==> config.mk <==
export PLATFORM = sky130hd
export DESIGN_NAME = stack_row_controller_flat
export DESIGN_NICKNAME = d
export VERILOG_FILES = /design/src/rtl/stacker_pkg.sv /design/src/rtl/stack_row_controller_if.sv /design/src/rtl/tick_divider.sv /design/src/rtl/stack_row_controller.sv /design/src/flat_wrapper.sv
export SDC_FILE = /design/constraint.sdc
export NUM_CORES = 1
export LEC_CHECK = 0
export BUFFER_PORTS_ARGS = -buffer_cell sky130_fd_sc_hd__buf_2
export CORE_UTILIZATION = 40
export DETAILED_ROUTE_END_ITERATION = 16
export HOLD_SLACK_MARGIN = 0.06
export PLACE_DENSITY = 0.65
export SYNTH_ARGS = -nofsm -noshare
export SYNTH_HDL_FRONTEND = slang
export SYNTH_HIERARCHICAL = 1
export SYNTH_SLANG_ARGS = --single-unit
==> constraint.sdc <==
create_clock -name clk -period 5.35 [get_ports clk]
set_input_delay 0 -clock clk [delete_from_list [all_inputs] [get_ports clk]]
set_output_delay 0 -clock clk [all_outputs]
set_load 0.05 [all_outputs]
==> src/rtl/stacker_pkg.sv <==
// Shared types and helpers for the block stacker row controller.
// Widths are carried in a 6-bit type so COLS up to 32 fits.
package stacker_pkg;

   localparam int COLS_DEF = 8;
   localparam int ROWS_DEF = 15;

   typedef enum logic [2:0] {
      S_IDLE,
      S_SPAWN,
      S_MOVE,
      S_LOCK,
      S_OVER,
      S_WON
   } state_t;

   typedef enum logic {
      DIR_RIGHT,
      DIR_LEFT
   } dir_t;

   typedef logic [5:0] width_t;

   function automatic width_t clamp_width(input logic [3:0] nb,
                                          input int cols);
      width_t w;
      if (nb == 4'd0)
         w = width_t'(1);
      else if (int'(nb) > cols)
         w = width_t'(cols);
      else
         w = width_t'(nb);
      return w;
   endfunction

   function automatic width_t popcount(input logic [31:0] m);
      width_t c;
      c = '0;
      for (int i = 0; i < 32; i++)
         c = c + width_t'(m[i]);
      return c;
   endfunction

endpackage

==> src/rtl/stack_row_controller_if.sv <==
// Player/board-side bundle of the row controller.
// The controller takes the slave view; the stimulus side takes master.
interface stack_row_controller_if #(
   parameter int COLS = 8
);
   logic            go;
   logic            drop;
   logic [3:0]      level;
   logic [3:0]      num_blocks;
   logic [COLS-1:0] row_mask;
   logic [COLS-1:0] stack_mask;
   logic [3:0]      row_index;
   logic            next_signal;
   logic            game_over;
   logic            win;
   logic            busy;

   modport master (
      output go, drop, level, num_blocks,
      input  row_mask, stack_mask, row_index,
      input  next_signal, game_over, win, busy
   );

   modport slave (
      input  go, drop, level, num_blocks,
      output row_mask, stack_mask, row_index,
      output next_signal, game_over, win, busy
   );
endinterface

==> src/rtl/tick_divider.sv <==
// Programmable shift-rate divider: period latched on load,
// tick when the count reaches period-1 while enabled.
module tick_divider (
   input  logic        clk,
   input  logic        reset,
   input  logic        clear,
   input  logic        load,
   input  logic        en,
   input  logic [31:0] period_in,
   output logic        tick
);

   logic [31:0] period_q, period_d;
   logic [31:0] cnt_q, cnt_d;

   assign tick = en && (cnt_q == period_q - 32'd1);

   always_comb begin
      period_d = period_q;
      cnt_d    = cnt_q;
      if (load)
         period_d = period_in;
      if (clear)
         cnt_d = '0;
      else if (en)
         cnt_d = tick ? '0 : cnt_q + 32'd1;
   end

   always_ff @(posedge clk or posedge reset) begin
      if (reset) begin
         period_q <= 32'd2;
         cnt_q    <= '0;
      end else begin
         period_q <= period_d;
         cnt_q    <= cnt_d;
      end
   end

endmodule

==> src/rtl/stack_row_controller.sv <==
// One game of the block stacker: spawn, bounce, lock and trim rows,
// reporting placed / missed / won as single-cycle pulses.
module stack_row_controller
   import stacker_pkg::*;
#(
   parameter int          COLS        = COLS_DEF,
   parameter int          ROWS        = ROWS_DEF,
   parameter int unsigned BASE_PERIOD = 25000000,
   parameter int unsigned PERIOD_STEP = 1500000
) (
   input  logic                    clk,
   input  logic                    reset,
   stack_row_controller_if.slave   bus
);

   state_t          state_q, state_d;
   dir_t            dir_q, dir_d;
   logic [COLS-1:0] row_q, row_d;
   logic [COLS-1:0] stack_q, stack_d;
   logic [3:0]      idx_q, idx_d;
   logic            next_q, next_d;
   logic            over_q, over_d;
   logic            win_q, win_d;
   logic            busy_q, busy_d;

   logic [3:0]      lvl_eff;
   logic [31:0]     dec;
   logic [31:0]     period;
   width_t          w_req, w_stk, spawn_w;
   logic [COLS-1:0] spawn_mask;
   logic [COLS-1:0] ov;
   logic [3:0]      idx_inc;
   logic            tick;
   logic            in_spawn, in_move;

   assign in_spawn = (state_q == S_SPAWN);
   assign in_move  = (state_q == S_MOVE);

   tick_divider u_div (
      .clk       (clk),
      .reset     (reset),
      .clear     (in_spawn || (in_move && bus.drop)),
      .load      (in_spawn),
      .en        (in_move),
      .period_in (period),
      .tick      (tick)
   );

   // Clamped at 2 without ever forming a negative intermediate.
   always_comb begin
      lvl_eff = (bus.level == 4'd0) ? 4'd1 : bus.level;
      dec     = 32'(lvl_eff - 4'd1) * 32'(PERIOD_STEP);
      if (32'(BASE_PERIOD) <= dec + 32'd2)
         period = 32'd2;
      else
         period = 32'(BASE_PERIOD) - dec;
   end

   always_comb begin
      w_req      = clamp_width(bus.num_blocks, COLS);
      w_stk      = popcount(32'(stack_q));
      spawn_w    = (w_req < w_stk) ? w_req : w_stk;
      spawn_mask = ~({COLS{1'b1}} >> spawn_w);
      ov         = row_q & stack_q;
      idx_inc    = idx_q + 4'd1;
   end

   always_comb begin
      state_d = state_q;
      dir_d   = dir_q;
      row_d   = row_q;
      stack_d = stack_q;
      idx_d   = idx_q;
      next_d  = 1'b0;
      over_d  = 1'b0;
      win_d   = 1'b0;
      unique case (state_q)
         S_IDLE: begin
            if (bus.go)
               state_d = S_SPAWN;
         end
         S_SPAWN: begin
            row_d   = spawn_mask;
            dir_d   = DIR_RIGHT;
            state_d = S_MOVE;
         end
         S_MOVE: begin
            if (bus.drop) begin
               state_d = S_LOCK;
            end else if (tick && (row_q != {COLS{1'b1}})) begin
               if (dir_q == DIR_RIGHT) begin
                  if (row_q[0]) begin
                     dir_d = DIR_LEFT;
                     row_d = row_q << 1;
                  end else begin
                     row_d = row_q >> 1;
                  end
               end else begin
                  if (row_q[COLS-1]) begin
                     dir_d = DIR_RIGHT;
                     row_d = row_q >> 1;
                  end else begin
                     row_d = row_q << 1;
                  end
               end
            end
         end
         S_LOCK: begin
            if (ov == '0) begin
               state_d = S_OVER;
               over_d  = 1'b1;
            end else begin
               stack_d = ov;
               row_d   = ov;
               idx_d   = idx_inc;
               next_d  = 1'b1;
               if (idx_inc == 4'(ROWS)) begin
                  state_d = S_WON;
                  win_d   = 1'b1;
               end else begin
                  state_d = S_SPAWN;
               end
            end
         end
         S_OVER, S_WON: begin
            if (bus.go) begin
               stack_d = '1;
               idx_d   = '0;
               state_d = S_SPAWN;
            end
         end
         default: state_d = S_IDLE;
      endcase
      busy_d = (state_d == S_SPAWN) ||
               (state_d == S_MOVE)  ||
               (state_d == S_LOCK);
   end

   always_ff @(posedge clk or posedge reset) begin
      if (reset) begin
         state_q <= S_IDLE;
         dir_q   <= DIR_RIGHT;
         row_q   <= '0;
         stack_q <= '1;
         idx_q   <= '0;
         next_q  <= 1'b0;
         over_q  <= 1'b0;
         win_q   <= 1'b0;
         busy_q  <= 1'b0;
      end else begin
         state_q <= state_d;
         dir_q   <= dir_d;
         row_q   <= row_d;
         stack_q <= stack_d;
         idx_q   <= idx_d;
         next_q  <= next_d;
         over_q  <= over_d;
         win_q   <= win_d;
         busy_q  <= busy_d;
      end
   end

   assign bus.row_mask    = row_q;
   assign bus.stack_mask  = stack_q;
   assign bus.row_index   = idx_q;
   assign bus.next_signal = next_q;
   assign bus.game_over   = over_q;
   assign bus.win         = win_q;
   assign bus.busy        = busy_q;

endmodule

==> src/flat_wrapper.sv <==
// flat-port wrapper written by rule: the top's interface ports become plain ports
module stack_row_controller_flat import stacker_pkg::*;
#(
   parameter int          COLS        = COLS_DEF,
   parameter int          ROWS        = ROWS_DEF,
   parameter int unsigned BASE_PERIOD = 25000000,
   parameter int unsigned PERIOD_STEP = 1500000
)
  (clk, reset, bus_go, bus_drop, bus_level, bus_num_blocks, bus_row_mask, bus_stack_mask, bus_row_index, bus_next_signal, bus_game_over, bus_win, bus_busy);
  stack_row_controller_if #(.COLS(COLS)) bus_i ();
  input  logic clk;
  input  logic reset;
  input wire logic [$bits(bus_i.go)-1:0] bus_go;
  input wire logic [$bits(bus_i.drop)-1:0] bus_drop;
  input wire logic [$bits(bus_i.level)-1:0] bus_level;
  input wire logic [$bits(bus_i.num_blocks)-1:0] bus_num_blocks;
  output wire logic [$bits(bus_i.row_mask)-1:0] bus_row_mask;
  output wire logic [$bits(bus_i.stack_mask)-1:0] bus_stack_mask;
  output wire logic [$bits(bus_i.row_index)-1:0] bus_row_index;
  output wire logic [$bits(bus_i.next_signal)-1:0] bus_next_signal;
  output wire logic [$bits(bus_i.game_over)-1:0] bus_game_over;
  output wire logic [$bits(bus_i.win)-1:0] bus_win;
  output wire logic [$bits(bus_i.busy)-1:0] bus_busy;
  assign bus_i.go = bus_go;
  assign bus_i.drop = bus_drop;
  assign bus_i.level = bus_level;
  assign bus_i.num_blocks = bus_num_blocks;
  assign bus_row_mask = bus_i.row_mask;
  assign bus_stack_mask = bus_i.stack_mask;
  assign bus_row_index = bus_i.row_index;
  assign bus_next_signal = bus_i.next_signal;
  assign bus_game_over = bus_i.game_over;
  assign bus_win = bus_i.win;
  assign bus_busy = bus_i.busy;
  stack_row_controller #(.COLS(COLS), .ROWS(ROWS), .BASE_PERIOD(BASE_PERIOD), .PERIOD_STEP(PERIOD_STEP)) u_core (.clk(clk), .reset(reset), .bus(bus_i));
endmodule
---- Word level (Yosys, flattened, before mapping) ----
Index checks and enable logic that the tools add are counted.
word-level totals
  bits in registers ....................... 92
  latch bits .............................. 0
  bits in writable memories ............... 0
  ROM bits ................................ 0
  bits of input ports ..................... 12
  output and inout port bits .............. 24
  logic and storage cells ................. 103
  memories ................................ 0
operators by class
  add/sub/neg operators ................... 13
  multipliers ............................. 1
  divide/modulo/power cells ............... 0
  order comparisons ....................... 3
  equal/unequal tests ..................... 15
  shifts and indexed selects .............. 1
  multiplexer cells ....................... 38
  bitwise logic cells ..................... 2
  reductions and logical operators ........ 19
operator list
  operator                                                                 count
  32-bit 2-to-1 mux                                                        4
  8-bit 2-to-1 mux                                                         7
  6-bit by 1-bit adder with 6-bit output                                   6
  32-bit by 1-bit adder with 32-bit output (second input constant)         1
  32-bit by 2-bit adder with 32-bit output (second input constant)         1
  32-bit equality test                                                     1
  25-bit by 32-bit <= comparator with 1-bit output (first input constant)  1
  32-bit by 16-bit multiplier with 27-bit output (second input constant)   1
  25-bit by 32-bit subtractor with 32-bit output (first input constant)    1
  32-bit by 1-bit subtractor with 32-bit output (second input constant)    1
  8-bit case mux with 3 select lines                                       1
  4-bit 2-to-1 mux                                                         5
  8-bit case mux with 2 select lines                                       1
  3-bit by 2-bit equality test with 1-bit output (second input constant)   4
  1-bit 2-to-1 mux                                                         12
  3-bit 2-to-1 mux                                                         4
  3-bit case mux with 4 select lines                                       1
  8-bit bitwise AND                                                        1
  4-bit zero test                                                          2
  8-bit zero test                                                          1
  2-bit inequality test (second input constant)                            4
  8-bit inequality test (second input constant)                            1
  8-bit NOT                                                                1
  4-bit case mux with 2 select lines                                       1
  20 further kinds                                                         29

---- Logic depth before layout (Yosys ltp) ----
  word-level depth ........................ 12
  depth in mapped cells ................... 31

---- By module ----
The synthesis kept the hierarchy.
modules (own cells, without submodules)
  module                instances  cells each  area an instance (µm²)  seq. area each (µm²)
  stack_row_controller  1          624         5188.7                  710.7
  tick_divider          1          490         4458.0                  1602.8

---- Least setup slack after synthesis ----
Ideal clock, no wire load.
  kind .................................... input to register
  start point ............................. in bus_level[3]
  end point ............................... reg u_core.u_div.period_q[16]
  library setup time ...................... 0.125 ns
  arrival ................................. 6.818 ns
  slack ................................... -1.592 ns
  stages .................................. 27
  path buffers ............................ 2
  path through ............................ nor2_1 > a21oi_1 > ha_1 > and2_1 > ha_1 > ha_1 > inv_1 > fa_1 > inv_1 > fa_1 > fa_1 > inv_1 > fa_1 > inv_1 > ha_1 > clkbuf_1 > nand2_1 > o21ai_0 > mux2_2 > a211oi_1 > and2_1 > and3_1 > nand3_1 > o2111ai_4 > buf_2 > nor2_1 > mux2_2
between the ends
  word-level cells in the longest chain between the ends .. 7
  elaborated cells on any way between the ends .. 8
  those cells by class .................... 3 x add/sub; 1 x mul; 1 x order compare; 2 x mux; 1 x reduce/logical
RTL lines
  item                                                line                        source
  start: declaration                                  flat_wrapper.sv:15          input wire logic [$bits(bus_i.level)-1:0] bus_level;
  4-bit zero test                                     stack_row_controller.sv:51  lvl_eff = (bus.level == 4'd0) ? 4'd1 : bus.level;
  4-bit 2-to-1 mux (*)                                stack_row_controller.sv:51
  4-bit by 1-bit subtractor with 5-bit output (*)     stack_row_controller.sv:52  dec = 32'(lvl_eff - 4'd1) * 32'(PERIOD_STEP);
  32-bit by 16-bit multiplier with 27-bit output (*)  stack_row_controller.sv:52
  32-bit by 2-bit adder with 32-bit output            stack_row_controller.sv:53  if (32'(BASE_PERIOD) <= dec + 32'd2)
  25-bit by 32-bit <= comparator with 1-bit output    stack_row_controller.sv:53
  32-bit 2-to-1 mux (*)                               stack_row_controller.sv:53
  net u_core.period[16]                               stack_row_controller.sv:28  logic [31:0] period;
  end signal: assignment                              tick_divider.sv:34          period_q <= period_d;
  end: declaration                                    tick_divider.sv:13          logic [31:0] period_q, period_d;
Mark *: on every way through the listed nets, which the timed path passes. The rest lies on a longest branch.
A chain may end at the register's enable or synchronous reset.

---- Final worst setup path ----
  start point ............................. in bus_level[1]
  end point ............................... reg u_core.u_div.period_q[10]
Same word-level chain as after synthesis.

==> results.md <==
* Hold Path Class: in -> reg
* Port Buffers at 35
* Final setup fails at 24
* Design area at about 12,000 um^2
* Yosys warnings at 6
* Die area at 24,700 um^2
* Share of cells above drive strength 1 at 28.4%
* Max_cap viols at 0
* PwrDens at ~600 nW/um^2
* TritonCTS clock tree: yes
* Ys async rst share at 100%
* Syn Area/Cell at ~8.7 um^2
* Worst Tran Pin Value at roughly 1.1 ns
* Sink Count at 92
* Internal power at ~3.9 mW
* Gr usage total at ~22%
* Slew Limit Headroom at 26.2%
* RSZ-0062 raised after global routing: yes
* Critical Path RT at roughly 5.6 ns
* R2R setup slack at 0.50 ns
* Violated checks: negative setup slack
* Area post-placement at between 10,000 and 15,000 um^2
* Clock latency on the worst-skew pair at approximately 0.35 ns
* Post-synth EDFFs at 0
* Cells after Synth at ~1,100
* Final core occ at approximately half
* Critical path launch point type: input pin
* First-pass GRT wire length at between 40,000 and 50,000 um
* Hold Fails Final Rpt at 0
* Die W at roughly 160 um
* Rows at 56
* Pleak at about 5.5 nW
* Yosys reg bits at just over 90
* Antenna Cells at 0
* HPWL after DPL at approximately 20,000 um
* Overflow after GRT at 0
* Most used DFF post-synth: dfrtp_1
* Reg power frac at 17.4%
* Largest net degree at the start of global routing at 65
* Worst ir drop on vdd at roughly 0.42 mV
* Iteration-0 DRC Markers at between 500 and 600
* Sw Share at between 40% and 50%
* Starting density of the core at approximately two fifths
* Root buf cell: clkbuf_16
* Maximum clock frequency at roughly 0.18 GHz
* Period Utilization, post-route at 105%
* GR Util met1 at between 20% and 30%
* H-tree Lvls at 3
* Synth unique cells at 83
* Met3 GRT Util at roughly 2.1%
* Max-slew violation count at 0
* Crit end category: flop
* GPL Wtd Cong at between 0.8 and 0.9
* WS Path Type: in -> reg
* Routed len/inst at between 15 and 20 um
* WHS at roughly 0.11 ns
* Routed Antenna Nets at 0
* P_sw at ~3.6 mW
* Total Wirelength at 26,100 um
* Worst-case clock buffer depth at 2
* Cts bufs inserted at 9
* Area growth from synthesis to layout at 26.6%
* Synthesized cell area at around 9600 um^2
* Status: finished with violations
* IO Pins at 36
* DRC Markers at 0
* Via count at between 8,000 and 9,000
* Pre-antenna DRT Iters at 5
* Met2 Track Usage GR at a little under two fifths
* Combinational Power Share at between 70% and 80%
* Vias per inst at about 5.5
* Clock network fraction of total power at under 10%
* Initial antenna violation count at 0
* Die H at approximately 160 um
* Peak fanout along the critical path at 6
* Post-route minimum period at 5.60 ns
* Pwr Total at ~7.5 mW
* Nets at approximately 1,400
* Seq/Total Area, Yosys at between 20% and 30%
* Vias in the first global route at ~8,500
* Final Skew at ~0.0075 ns
* WP data arrival at 5.83 ns
* Busiest grt layer: met2
* Core area at 23,500 um^2
* Clock slew at reported path FFs at 0.07 ns
* Final worst slack at -0.249 ns
routing by layer:
| metal | up-vias | part of all wire, % | wire (um) |
|---|---|---|---|
| met4 | 0 | 2.0 | 519 |
| met1 | 4226 | 45 | 11800 |
| li1 | 4306 | - | - |
| met5 | - | 0 | 0 |
| met3 | 26 | 3.4 | 885 |
| met2 | 177 | 49 | 12900 |
per-stage QoR:
| step | setup WS (ns) | TNS, ns | std cells |
|---|---|---|---|
| 6_report | -0.249 | -4.68 | 1596 |
| 5_1_grt | -0.439 | -9.49 | 1596 |
| 4_1_cts | -0.175 | -3.12 | 1592 |
| 3_5_place_dp | -0.948 | -19.99 | 1558 |
| 3_3_place_gp | -0.809 | -17.20 | 1558 |
| 2_1_floorplan | -0.555 | -11.83 | 1120 |
critical path, cell delays in order:
cell	delay, ns
buf_6	0.09
inv_2	0.05
a21oi_4	0.20
ha_4	0.21
xor2_4	0.23
buf_6	0.14
ha_4	0.20
ha_4	0.24
fa_1	0.48
fa_1	0.55
inv_1	0.07
fa_1	0.46
fa_1	0.54
inv_2	0.05
ha_4	0.24
buf_6	0.11
o21a_1	0.21
a31oi_1	0.21
o31ai_2	0.11
a311oi_2	0.28
and2_4	0.19
and3_4	0.19
nand3_4	0.07
o2111ai_4	0.20
buf_6	0.20
nor2_2	0.05
mux2_4	0.26
final cells by class:
class                      count  area, um^2
clock buffer                  10         239
clock inverter                 6        70.1
fill                        2173       11300
inverter                     120         455
multi-input combinational    864        7380
sequential                    92        2310
tap                          319         399
timing repair buffer         185        1360
registers in the layout, indices dropped and copies added (netlist names):
signal and count:
u_core/bus.row_index 4, u_core/state_q 3, u_core/bus.stack_mask 8, u_core/bus.next_signal 1
u_core/u_div/period_q 32, u_core/bus.busy 1, u_core/u_div/cnt_q 32, u_core/bus.game_over 1
u_core/bus.row_mask 8, u_core/bus.win 1, u_core/dir_q 1
cells in the final DEF, fill, tap and decap left out, types with 32 or more instances in the layout:
cell type	n
buf_4	140
inv_1	106
dfrtp_1	83
nand2_1	75
nor2_1	65
ha_1	63
xnor2_1	39
o21ai_0	38
fa_1	37
buf_2	32
final timing paths:
| kind | cells past startpoint | end | from |
|---|---|---|---|
| min in group asynchronous | 4 | u_core/u_div/cnt_q[31] | reset |
| max in group asynchronous | 3 | u_core/bus.row_mask[7] | reset |
| worst max-delay path | 27 | u_core/u_div/period_q[10] | bus_level[1] |
| worst min register to register | 2 | u_core/bus.row_index[3] | u_core/bus.row_index[3] |
| worst max register to register | 14 | u_core/bus.row_mask[5] | u_core/bus.stack_mask[1] |
| worst min-delay path | 3 | u_core/state_q[0] | bus_drop |
power by group through the flow:
| stage | logic, mW | registers (mW) | clock network (mW) |
|---|---|---|---|
| 3_5_place_dp | 4.87 | 1.32 | 0 |
| 6_report | 5.54 | 1.31 | 0.669 |
| 5_1_grt | 6.11 | 1.35 | 0.717 |
| 3_3_place_gp | 4.79 | 1.31 | 0 |
| 2_1_floorplan | 3.30 | 1.44 | 0 |
| 4_1_cts | 5.36 | 1.30 | 0.681 |
kinds of logic (layout without fill, tap and decap cells):
group                      after synthesis  count (layout)  synth area share [%]
and+or+nand+nor                        378             378                  20.8
AOI/OAI and AO/OA                      235             236                  17.5
buffers and inverters                  165             321                  6.68
adders and majority gates              123             123                  19.1
DFF                                     92              92                  24.0
xor gates and xnor gates                75              75                  6.81
muxes                                   45              45                  5.11
other                                    1               7                0.0389
cells in the mapped netlist (all sizes together), types with 10 or more instances:
cell type  instances  area (um^2)
a21oi             37          185
and2              15         93.8
nor2              79          297
clkbuf            35          131
mux2              34          383
a31oi             10         62.6
fa                40          801
a211oi            12         95.1
or4               13          116
or3               27          169
inv              120          450
nand4             18          113
nand2             77          289
dfrtp             83         2080
a22oi             13         97.6
mux2i             11          110
buf               10         62.6
o211ai            18          135
ha                83         1040
or2               10         62.6
nand2b            10         62.6
nor4              15          100
xor2              33          289
nor2b             10         62.6
xnor2             42          368
nand3             28          140
and3              23          144
nor3              33          188
o21ai             45          225
timing repair:
action,in CTS,in global routing
cloned,1,0
resized for setup,85,26
hold buffers,2,0
pin swaps,44,22
endpoints found under the hold margin,88,0
buffers inserted,16,5
setup endpoints to repair,24,24
Power figures use the tool's default switching activity.
